[config.mk]
export PLATFORM = sky130hd
export DESIGN_NAME = instr_encoder
export DESIGN_NICKNAME = d
export VERILOG_FILES = /design/src/rtl/instr_encoder_pkg.sv /design/src/rtl/instr_encoder_pack.sv /design/src/rtl/instr_encoder.sv
export SDC_FILE = /design/constraint.sdc
export NUM_CORES = 1
export LEC_CHECK = 0
export BUFFER_PORTS_ARGS = -buffer_cell sky130_fd_sc_hd__buf_2
export CAP_MARGIN = 15
export CORE_MARGIN = 2
export CORE_UTILIZATION = 30
export CTS_BUF_LIST = sky130_fd_sc_hd__clkbuf_2 sky130_fd_sc_hd__clkbuf_4 sky130_fd_sc_hd__clkbuf_8
export DETAILED_ROUTE_END_ITERATION = 8
export PLACE_DENSITY = 0.51
export SETUP_SLACK_MARGIN = 0.1
export SYNTH_ARGS = -nofsm -noshare
export SYNTH_HDL_FRONTEND = slang
export SYNTH_SLANG_ARGS = --single-unit
[constraint.sdc]
create_clock -name clk -period 7.6 [get_ports clk]
set_clock_uncertainty 0.2 [all_clocks]
set_input_delay 0.38 -clock clk [delete_from_list [all_inputs] [get_ports clk]]
set_output_delay 0.38 -clock clk [all_outputs]
set_load 0.03 [all_outputs]
[src/rtl/instr_encoder_pkg.sv]
// Shared definitions for the RV64 instruction encoder: format selectors,
// the canonical NOP word and the immediate range helper.
package instr_encoder_pkg;

  localparam logic [2:0]  FMT_R     = 3'b011;
  localparam logic [2:0]  FMT_I0    = 3'b000;
  localparam logic [2:0]  FMT_I1    = 3'b001;
  localparam logic [2:0]  FMT_S     = 3'b010;
  localparam logic [2:0]  FMT_SB    = 3'b110;

  localparam logic [31:0] NOP_INSTR = 32'h00000013;
  localparam logic [7:0]  ERR_MAX   = 8'hFF;

  // A 12-bit signed immediate fits when bits [63:11] are a pure sign extension.
  function automatic logic imm_fits12(input logic signed [63:0] imm);
    return (&imm[63:11]) | ~(|imm[63:11]);
  endfunction

endpackage

[src/rtl/instr_encoder_pack.sv]
// Combinational packer: places opcode, register fields and the immediate into
// a 32-bit word, the inverse of the Imm_Gen decode, and flags range/format errors.
module instr_pack
  import instr_encoder_pkg::*;
(
  input  logic [6:0]         opcode,
  input  logic [4:0]         rd,
  input  logic [2:0]         funct3,
  input  logic [4:0]         rs1,
  input  logic [4:0]         rs2,
  input  logic [6:0]         funct7,
  input  logic signed [63:0] imm,
  output logic [31:0]        instr,
  output logic               err
);

  logic [2:0] w_fmt;
  logic       w_fits;

  assign w_fmt  = opcode[6:4];
  assign w_fits = imm_fits12(imm);

  // Out-of-range immediates still pack their low 12 bits; only err reports it.
  always_comb begin
    instr = NOP_INSTR;
    err   = 1'b1;
    case (w_fmt)
      FMT_R: begin
        instr = {funct7, rs2, rs1, funct3, rd, opcode};
        err   = 1'b0;
      end
      FMT_I0, FMT_I1: begin
        instr = {imm[11:0], rs1, funct3, rd, opcode};
        err   = ~w_fits;
      end
      FMT_S: begin
        instr = {imm[11:5], rs2, rs1, funct3, imm[4:0], opcode};
        err   = ~w_fits;
      end
      FMT_SB: begin
        // imm is in halfword units, so imm[11] is the branch sign and imm[10] lands in bit 7.
        instr = {imm[11], imm[9:4], rs2, rs1, funct3, imm[3:0], imm[10], opcode};
        err   = ~w_fits;
      end
      default: begin
        instr = NOP_INSTR;
        err   = 1'b1;
      end
    endcase
  end

endmodule

[src/rtl/instr_encoder.sv]
// Two-stage valid/ready instruction encoder between the boot loader and
// instruction memory, with a sequential write-address counter and error count.
module instr_encoder
  import instr_encoder_pkg::*;
#(
  parameter int                ADDR_W    = 8,
  parameter logic [ADDR_W-1:0] BASE_ADDR = '0
) (
  input  logic              clk,
  input  logic              rst_n,
  input  logic              in_valid,
  output logic              in_ready,
  input  logic [6:0]        opcode,
  input  logic [4:0]        rd,
  input  logic [2:0]        funct3,
  input  logic [4:0]        rs1,
  input  logic [4:0]        rs2,
  input  logic [6:0]        funct7,
  input  logic [63:0]       imm,
  input  logic              addr_load,
  input  logic [ADDR_W-1:0] addr_value,
  output logic              out_valid,
  input  logic              out_ready,
  output logic [31:0]       out_instr,
  output logic [ADDR_W-1:0] out_addr,
  output logic              out_err,
  output logic [7:0]        err_count
);

  function automatic logic [7:0] sat_inc(input logic [7:0] v);
    return (v == ERR_MAX) ? v : v + 8'd1;
  endfunction

  logic              r_s1_valid;
  logic [6:0]        r_s1_opcode;
  logic [4:0]        r_s1_rd;
  logic [2:0]        r_s1_funct3;
  logic [4:0]        r_s1_rs1;
  logic [4:0]        r_s1_rs2;
  logic [6:0]        r_s1_funct7;
  logic signed [63:0] r_s1_imm;

  logic              r_out_valid;
  logic [31:0]       r_out_instr;
  logic              r_out_err;
  logic [ADDR_W-1:0] r_out_addr;
  logic [ADDR_W-1:0] r_addr_cnt;
  logic [7:0]        r_err_count;

  logic              w_s2_adv;
  logic              w_s1_to_s2;
  logic              w_accept;
  logic              w_out_hs;
  logic [31:0]       w_instr;
  logic              w_err;

  assign w_s2_adv   = ~r_out_valid | out_ready;
  assign w_s1_to_s2 = r_s1_valid & w_s2_adv;
  assign in_ready   = ~r_s1_valid | w_s2_adv;
  assign w_accept   = in_valid & in_ready;
  assign w_out_hs   = r_out_valid & out_ready;

  // Stage 1: capture the field bundle
  always_ff @(posedge clk or negedge rst_n) begin
    if (!rst_n) begin
      r_s1_valid <= 1'b0;
    end else if (in_ready) begin
      r_s1_valid <= in_valid;
    end
  end

  always_ff @(posedge clk) begin
    if (w_accept) begin
      r_s1_opcode <= opcode;
      r_s1_rd     <= rd;
      r_s1_funct3 <= funct3;
      r_s1_rs1    <= rs1;
      r_s1_rs2    <= rs2;
      r_s1_funct7 <= funct7;
      r_s1_imm    <= imm;
    end
  end

  instr_pack u_pack (
    .opcode (r_s1_opcode),
    .rd     (r_s1_rd),
    .funct3 (r_s1_funct3),
    .rs1    (r_s1_rs1),
    .rs2    (r_s1_rs2),
    .funct7 (r_s1_funct7),
    .imm    (r_s1_imm),
    .instr  (w_instr),
    .err    (w_err)
  );

  // Stage 2: packed word, error flag and write address
  always_ff @(posedge clk or negedge rst_n) begin
    if (!rst_n) begin
      r_out_valid <= 1'b0;
      r_out_instr <= '0;
      r_out_err   <= 1'b0;
      r_out_addr  <= BASE_ADDR;
    end else if (w_s2_adv) begin
      r_out_valid <= r_s1_valid;
      if (r_s1_valid) begin
        r_out_instr <= w_instr;
        r_out_err   <= w_err;
        r_out_addr  <= r_addr_cnt;
      end
    end
  end

  // A load wins over the advance; the entry moving this edge already took the old count.
  always_ff @(posedge clk or negedge rst_n) begin
    if (!rst_n) begin
      r_addr_cnt <= BASE_ADDR;
    end else if (addr_load) begin
      r_addr_cnt <= addr_value;
    end else if (w_s1_to_s2) begin
      r_addr_cnt <= r_addr_cnt + ADDR_W'(4);
    end
  end

  always_ff @(posedge clk or negedge rst_n) begin
    if (!rst_n) begin
      r_err_count <= '0;
    end else if (w_out_hs && r_out_err) begin
      r_err_count <= sat_inc(r_err_count);
    end
  end

  assign out_valid = r_out_valid;
  assign out_instr = r_out_instr;
  assign out_err   = r_out_err;
  assign out_addr  = r_out_addr;
  assign err_count = r_err_count;

endmodule
After elaboration in Yosys (flattened, before gate mapping)
Index checks and enable logic that the tools add are counted.
{ "word_totals": {"ff_bits": 155, "latchBits": 0, "ram_bits": 0, "rom_bits": 0, "input_bits": 109, "output_inout_bits": 51, "memories": 0} }
{ "op_classes": {"addsub": 2, "multipliers": 0, "div": 0, "magnitude_cmp": 0, "eq_ne": 5, "n_shift": 0, "n_mux": 4, "bitwise": 11, "n_reduce_logical": 9} }
{ "ops": {"columns": ["operator", "n"], "rows": [
  ["$pmux 32 s4", 1],
  ["$reduce_and 53->1", 1],
  ["$reduce_or 53->1", 1],
  ["$mux 8", 2],
  ["$add 8x1->8 const B", 1],
  ["$add 8x3->8 const B", 1],
  ["$eq 8x8->1 const B", 1],
  ["$eq 3x2->1 const B", 2],
  ["$not 1->1", 5],
  ["$reduce_and 2->1", 2],
  ["$reduce_or 4->1", 1],
  ["$and 1x1->1", 3],
  ["$eq 3x1->1 const B", 1],
  ["$eq 3x3->1 const B", 1],
  ["$logic_not 3->1", 1],
  ["$or 1x1->1", 3],
  ["$pmux 1 s2", 1],
  ["$reduce_bool 2->1", 1],
  ["$reduce_or 2->1", 1],
  ["$logic_and 1x1->1", 1]
]} }

Depth between registers and ports, before layout
Gate-level depths: netlist of the first run.
{ "logic_depth": {"word_depth": 5, "depth_mapped": 7, "mapped_depth_nobuf": 6} }

Hierarchy
From an unflattened synthesis of the first run, not the netlist that was laid out.
{ "unflattened": {"cells_unflattened": 391, "hier_area_um2": 6010.8} }
{ "modules_own_cells": {"columns": ["mod", "instances", "cells_per_inst", "area_each_um2", "seq_area_each_um2"], "rows": [
  ["instr_encoder", 1, 272, 5296.3, 4359.2],
  ["instr_pack", 1, 119, 714.4, 0.0]
]} }

Least setup slack after synthesis of the first run
Ideal clock, no wire load.
{ "synth_timing": {"kind": "register to register", "start": "register r_out_valid (netlist: out_valid)", "end": "register r_s1_funct3[0] (enable)", "setup_time_ns": 0.465, "t_arrival_ns": 3.157, "required_time_ns": 6.935, "slack_ns": 3.778, "path_stages_with_launch": 3, "synth_period_minus_slack_ns": 3.822, "path_cell_list": "dfrtp_1 nand3b_1 and2_1"} }
{ "synth_via": {"elab_chain_len": 4} }
{ "synth_rtl": {"columns": ["item", "line", "source"], "rows": [
  ["start: declaration", "instr_encoder.sv:43", "logic r_out_valid;"],
  ["start signal: assignment", "instr_encoder.sv:104", "r_out_valid <= r_s1_valid;"],
  ["$not 1->1", "instr_encoder.sv:57", "assign w_s2_adv = ~r_out_valid | out_ready;"],
  ["$or 1x1->1", "instr_encoder.sv:57", null],
  ["$or 1x1->1", "instr_encoder.sv:59", "assign in_ready = ~r_s1_valid | w_s2_adv;"],
  ["named net in_ready", "instr_encoder.sv:12", "output logic in_ready,"],
  ["$and 1x1->1", "instr_encoder.sv:60", "assign w_accept = in_valid & in_ready;"],
  ["named net w_accept", "instr_encoder.sv:52", "logic w_accept;"],
  ["end signal: assignment", "instr_encoder.sv:76", "r_s1_funct3 <= funct3;"],
  ["end: declaration", "instr_encoder.sv:37", "logic [2:0] r_s1_funct3;"]
]} }
The timed path passes the listed nets, and every way through them passes these cells.
A chain may end at the register's enable or synchronous reset.

Worst setup path after layout of the first run
{ "layout_timing": {"start": "register r_out_valid (netlist: out_valid)", "end": "register r_out_instr[24] (netlist: out_instr[24])"} }
{ "layout_via": {"elab_chain_len": 3} }
{ "layout_rtl": {"columns": ["item", "line", "source"], "rows": [
  ["$not 1->1", "instr_encoder.sv:57", null],
  ["$or 1x1->1", "instr_encoder.sv:57", null],
  ["$reduce_and 2->1 (no line)", null, null],
  ["end signal: assignment", "instr_encoder.sv:106", "r_out_instr <= w_instr;"],
  ["end: declaration", "instr_encoder.sv:44", "logic [31:0] r_out_instr;"]
]} }
Every way passes these cells.

==> results of run 1 <==
[Yosys cell counts, types with 3 or more instances]
library cell,number,area [sq um]
nor2_1,9,33.78
clkbuf_1,5,18.77
a31oi_1,4,25.02
and3_1,7,43.79
edfxtp_1,96,2883
nand2_1,65,244.0
nor4_1,14,87.58
a22oi_1,6,45.04
xnor2_1,4,35.03
buf_2,6,30.03
nand2b_1,3,18.77
nand3_1,3,15.01
nor3_1,4,20.02
o21ai_0,20,100.1
xor2_1,8,70.07
a221o_1,5,50.05
nand4_1,20,125.1
a22o_1,10,87.58
dfrtp_1,59,1476
a21oi_1,14,70.07
mux2_2,3,33.78
[sequential cells by signal, indices dropped and copies added, names as in the netlist]
register,count
r_s1_valid,1
r_s1_rs1,5
out_instr,32
r_s1_imm,64
r_s1_funct3,3
out_valid,1
r_s1_rs2,5
r_s1_opcode,7
r_addr_cnt,8
r_s1_rd,5
r_s1_funct7,7
out_addr,8
out_err,1
err_count,8
[worst max-delay path, stage by stage, from the launching register on]
cell and delay, ps:
dfrtp_1 410, nand2b_1 210, nand2_2 560, a211oi_1 830
a221o_1 260
[report_power, final]
group	total, uW	internal, uW	switching, uW
clock network	624	326	297
registers	1060	995	68.7
logic	363	142	222
total	2050	1460	588
[metal layers]
metal,part of all wire [%],routed length [um],track usage (%),up-vias
met3,5.3,770,4.509,15
met1,44,6350,18.07,2010
met2,50,7236,25.10,115
li1,-,-,-,2026
met5,0,0,0,-
met4,1.2,172,4.429,0
[layout make-up]
cell class | count | area [sq um] | area share [%]
clock buffers | 24 | 299.0 | 3.620
well taps | 234 | 292.8 | 3.544
clock inverters | 8 | 95.09 | 1.151
diodes | 1 | 2.502 | 0.03029
inverters | 2 | 7.507 | 0.09088
multi-input cells | 222 | 1333 | 16.13
repair buffers | 267 | 1872 | 22.66
flip-flops and latches | 155 | 4359 | 52.77
[what timing repair did]
action | 4_1_cts | 5_1_grt
endpoints found under the hold margin | 164 | 0
hold buffers | 106 | 0
buffers inserted | 0 | 0
[cells by family after synthesis]
family          Yosys count  synth area share, %
compound gates           67                8.072
xor+xnor                 12                1.828
fa+ha+maj                 2               0.4351
buf+inv                  15                1.110
flops                   155                75.81
mux                       4               0.7615
simple gates            137                11.99
[worst min-delay path by stage]
stage | start | end | slack (ps) | cells past startpoint
final | out_ready | r_s1_valid$_DFFE_PN0N_ | 90 | 3
after global routing | addr_load | r_addr_cnt[5]$_DFFE_PN0N_ | 100 | 3
after CTS | out_ready | r_s1_valid$_DFFE_PN0N_ | 60 | 3
after detailed placement | r_s1_opcode[0]$_DFFE_PP_ | out_instr[0]$_DFFE_PN0P_ | 250 | 1
after global placement | r_s1_funct3[1]$_DFFE_PP_ | out_instr[13]$_DFFE_PN0P_ | 250 | 1
after floorplan | rst_n | err_count[0]$_DFFE_PN0P_ | -120 | 0
[stage by stage]
step | hold WS [ps] | instances
floorplan | -115.6 | 392
finish | 88.97 | 913
global route | 100.1 | 912
global placement | 245.7 | 774
CTS | 55.78 | 912
detailed placement | 251.1 | 774
==> flow_metrics.env, run 1 <==
export IMPL_cts_buffers=17
export IMPL_place_area_sq_um=6803
export IMPL_relSlewSlack_pct=23.58
export IMPL_cts_tree="done"
export IMPL_num_fill_cells=1763
export IMPL_drc_errors=0
export IMPL_most_common_layout_cells="buf_2 (159), dlygate4sd3_1 (106), edfxtp_1 (96)"
export IMPL_htreeDepth=4
export IMPL_setup_tns_ps=0
export IMPL_max_freq_mhz=394.1
export IMPL_synth_area_sq_um=5751
export IMPL_core_sq_um=18770
export IMPL_r2r_setup_slack_ps=5060
export IMPL_synth_flop_cell="edfxtp_1"
export IMPL_antenna_found_initial=0
export IMPL_final_common_cell="buf_2"
export IMPL_cp_startpoint="out_valid$_DFFE_PN0P_"
export IMPL_ys_types=42
export IMPL_cp_max_fo=49
export IMPL_max_vdd_ir_drop_mv=0.1394
export IMPL_grt_remaining_overflow=0
export IMPL_path_class="flip-flop to flip-flop"
export IMPL_path_clk_slew_ps=90
export IMPL_synthCells=392
export IMPL_tightest_slew_ps=1146
export IMPL_cap_violations=0
export IMPL_avgRoutedWirePerCell_um=15.91
export IMPL_hold_viol=0
export IMPL_synthToLayoutAreaGrowth_pct=43.65
export IMPL_dp_slack_ps=4908
export IMPL_drt_initial_drc_count=117
export IMPL_yosysWarnings=0
export IMPL_grt_pass1_vias=4547
export IMPL_dieArea_sq_um=20290
export IMPL_syn_avg_cell_area_sq_um=14.67
export IMPL_outcome="finished clean"
export IMPL_dieHeight_um=142.5
export IMPL_seq_area_frac_synth_pct=75.81
export IMPL_endpoint="out_instr[24]$_DFFE_PN0P_"
export IMPL_endpoint_kind="flip-flop"
export IMPL_timing_final_crit_share_pct=33.39
export IMPL_required_ps=7790
export IMPL_regToRegEndpoint="out_instr[24]$_DFFE_PN0P_"
export IMPL_wirelength_um=14530
export IMPL_firstDrtPassIters=4
export IMPL_fin_total_pwr_uw=2050
export IMPL_rows=50
export IMPL_finalMaxSlewViolations=0
export IMPL_leakagePower_uw=0.003475
export IMPL_num_nets_final=776
export IMPL_design_area_sq_um=8260
export IMPL_ioPinCount=160
export IMPL_arrival_ps=2730
export IMPL_utilization_pct=44.01
export IMPL_synth_seq_cells=155
export IMPL_grt_max_degree=90
export IMPL_die_x_um=142.5
export IMPL_root_buffer="clkbuf_8"
export IMPL_setup_ws_ps=5063
export IMPL_cts_sinks=155
export IMPL_dpl_hpwl_um=10020
export IMPL_portBuffers=159
export IMPL_clock_path_buffers=2
export IMPL_synth_edf_count=96
export IMPL_power_density_nw_per_um2=248.2
export IMPL_period_needed_ps=2537
export IMPL_async_flop_share_pct=38.06
export IMPL_clk_latency_ps=440
export IMPL_rsz0062_at_grt="no"
export IMPL_start_util_pct=30.64
export IMPL_hold_class="input pin to flip-flop"
export IMPL_finalSetupViolCount=0
export IMPL_grtUsageTotal_pct=14.75
export IMPL_r2r_start="out_valid$_DFFE_PN0P_"
export IMPL_vias=4166
export IMPL_layout_drive_gt1_share_pct=30.09
export IMPL_synth_nets=503
export IMPL_vias_per_cell=4.563
export IMPL_ant_nets=0
export IMPL_globalplace_congestion=0.7502
export IMPL_cts_resized=0
export IMPL_reg2regPathDepth=4
export IMPL_grt_first_pass_wirelength_um=22770
export IMPL_cp_start_kind="flip-flop"
No activity file was read; power rests on OpenSTA's default activity.
==> inputs of run 2 (changes only) <==
Settings changed: ABC_AREA from default to 1, PLACE_DENSITY 0.51 to 0.5.
Clock period 7.6 ns to 2.5 ns, I/O delays scaled along.
==> flow_metrics.env, run 2 <==
export IMPL_layout_drive_gt1_share_pct=26.85
export IMPL_synth_flop_cell="edfxtp_1"
export IMPL_vias_per_cell=4.266
export IMPL_use_met2_pct=25.02
export IMPL_ant_nets=0
export IMPL_stdcell_count=1077
export IMPL_period_needed_ps=2174
export IMPL_synth_area_sq_um=5994
export IMPL_power_density_nw_per_um2=774.1
export IMPL_path_clk_slew_ps=80
export IMPL_r2r_start="out_valid$_DFFE_PN0P_"
export IMPL_rsz0062_at_grt="no"
export IMPL_avgRoutedWirePerCell_um=14.10
export IMPL_cp_max_fo=22
export IMPL_dpl_hpwl_um=10180
export IMPL_synth_seq_cells=155
export IMPL_setup_ws_ps=326.2
export IMPL_grt_busiest_layer="met2"
export IMPL_fin_total_pwr_uw=6804
export IMPL_hold_viol=0
export IMPL_cts_buffers=17
export IMPL_use_met1_pct=17.89
export IMPL_ys_types=33
export IMPL_regToRegEndpoint="r_addr_cnt[3]$_DFFE_PN0N_"
export IMPL_dieHeight_um=145.4
export IMPL_use_met3_pct=4.295
export IMPL_tightest_slew_ps=513.1
export IMPL_cts_tree="done"
export IMPL_antenna_found_initial=0
export IMPL_ioPinCount=160
export IMPL_drt_initial_drc_count=201
export IMPL_synthToLayoutAreaGrowth_pct=46.63
export IMPL_grt_first_pass_wirelength_um=24190
export IMPL_placedCellCount=923
export IMPL_synth_nets=612
export IMPL_synthTopCellsByCount="nand2_1 (128), edfxtp_1 (96), dfrtp_1 (59)"
export IMPL_largest_reg_flops=64
export IMPL_async_flop_share_pct=38.06
export IMPL_diodes=0
export IMPL_place_area_sq_um=7162
export IMPL_num_nets_final=910
export IMPL_core_sq_um=19530
export IMPL_wirelength_um=15180
export IMPL_arrival_ps=2350
export IMPL_synthCells=501
export IMPL_grtUsageTotal_pct=14.58
export IMPL_firstDrtPassIters=4
export IMPL_outcome="finished clean"
export IMPL_root_buffer="clkbuf_8"
export IMPL_timing_final_crit_share_pct=86.95
export IMPL_final_common_cell="buf_2"
export IMPL_cts_sinks=155
export IMPL_required_ps=2680
export IMPL_max_vdd_ir_drop_mv=0.3477
export IMPL_cp_start_kind="input pin"
export IMPL_max_freq_mhz=460.0
export IMPL_grt_remaining_overflow=0
export IMPL_seq_area_frac_synth_pct=72.72
export IMPL_most_common_layout_cells="buf_2 (159), nand2_1 (127), dlygate4sd3_1 (122)"
export IMPL_yosysWarnings=0
export IMPL_r2r_setup_slack_ps=360
export IMPL_synth_top_area_share_pct=48.09
export IMPL_synth_edf_count=96
export IMPL_reg2regPathDepth=6
export IMPL_grt_max_degree=67
export IMPL_drc_errors=0
export IMPL_endpoint_kind="flip-flop"
export IMPL_whs_ps=34.14
export IMPL_yosysTopAreaCell="edfxtp_1"
export IMPL_htreeDepth=4
export IMPL_cap_violations=0
export IMPL_dp_slack_ps=711.4
export IMPL_dieArea_sq_um=21130
export IMPL_rows=51
export IMPL_path_class="input pin to flip-flop"
export IMPL_start_util_pct=30.70
export IMPL_grt_pass1_vias=4856
export IMPL_leakagePower_uw=0.003897
export IMPL_clock_path_buffers=2
export IMPL_finalMaxSlewViolations=0
export IMPL_globalplace_congestion=0.7999
export IMPL_cts_resized=0
export IMPL_yosysMostFrequentCell="nand2_1"
export IMPL_design_area_sq_um=8790
export IMPL_vias=4595
export IMPL_syn_avg_cell_area_sq_um=11.97
export IMPL_die_x_um=145.4
export IMPL_finalSetupViolCount=0
export IMPL_portBuffers=159
export IMPL_relSlewSlack_pct=65.72
export IMPL_hold_class="input pin to asynchronous set/reset pin"
export IMPL_clk_latency_ps=450
export IMPL_yosys_top_cells_area="edfxtp_1 (48%), dfrtp_1 (25%), nand2_1 (8.0%)"
export IMPL_largest_register="r_s1_imm"
## run 2: final cells by class
class / count / area [sq um]
Sequential cell: 155 / 4360
Tap cell: 265 / 331.6
Clock buffer: 22 / 290.3
Inverter: 52 / 198.9
Multi-Input combinational cell: 286 / 1418
Clock inverter: 10 / 116.4
Fill cell: 1864 / 10740
Timing Repair Buffer: 287 / 2074
## run 2: worst max path at each step
stage | start | end | slack, ps
6_report | out_ready | r_addr_cnt[3]$_DFFE_PN0N_ | 330
5_1_grt | out_valid$_DFFE_PN0P_ | r_addr_cnt[5]$_DFFE_PN0N_ | 240
4_1_cts | out_valid$_DFFE_PN0P_ | r_addr_cnt[3]$_DFFE_PN0N_ | 370
3_5_place_dp | out_valid$_DFFE_PN0P_ | out_instr[24]$_DFFE_PN0P_ | 710
3_3_place_gp | r_s1_opcode[4]$_DFFE_PP_ | out_instr[1]$_DFFE_PN0P_ | 770
2_1_floorplan | out_valid$_DFFE_PN0P_ | r_s1_funct3[0]$_DFFE_PP_ | -250
## run 2: power breakdown
part	total, uW	leakage, uW	internal [uW]	switching [uW]
clock	1920	0.000214	993	924
sequential	3340	0.00167	3110	226
combinational	1550	0.00201	563	987
## run 2: metal layers
metal,part of all wire (%),wire length [um]
met3,5.5,831
met2,49,7443
met4,1.3,203
met1,44,6702
met5,0,0
## run 2: kinds of logic after synthesis
logic type	share of synthesized area (%)
and+or+nand+nor	14.13
DFF	72.72
AOI/OAI and AO/OA	7.306
buffers and inverters	3.966
xor gates and xnor gates	1.461
adders and majority gates	0.4174
## run 2: through the flow
step,utilization (%),TNS (ps)
floorplan,-,-23790
global placement,36.68,0
detailed placement,36.68,0
CTS,45.01,0
global route,45.01,0
finish,45.01,0
## run 2: critical path, stage by stage
cell           delay, ps
dlygate4sd3_1        530
buf_2                130
inv_1                100
nand2_1               90
nand2_2              140
buf_4                280
nand2_1              190
o211ai_1             190
dlygate4sd3_1        580
## run 2: repair_timing
action | CTS | global route
endpoints found under the hold margin | 167 | 0
hold buffers | 122 | 0
setup buffers | 0 | 0
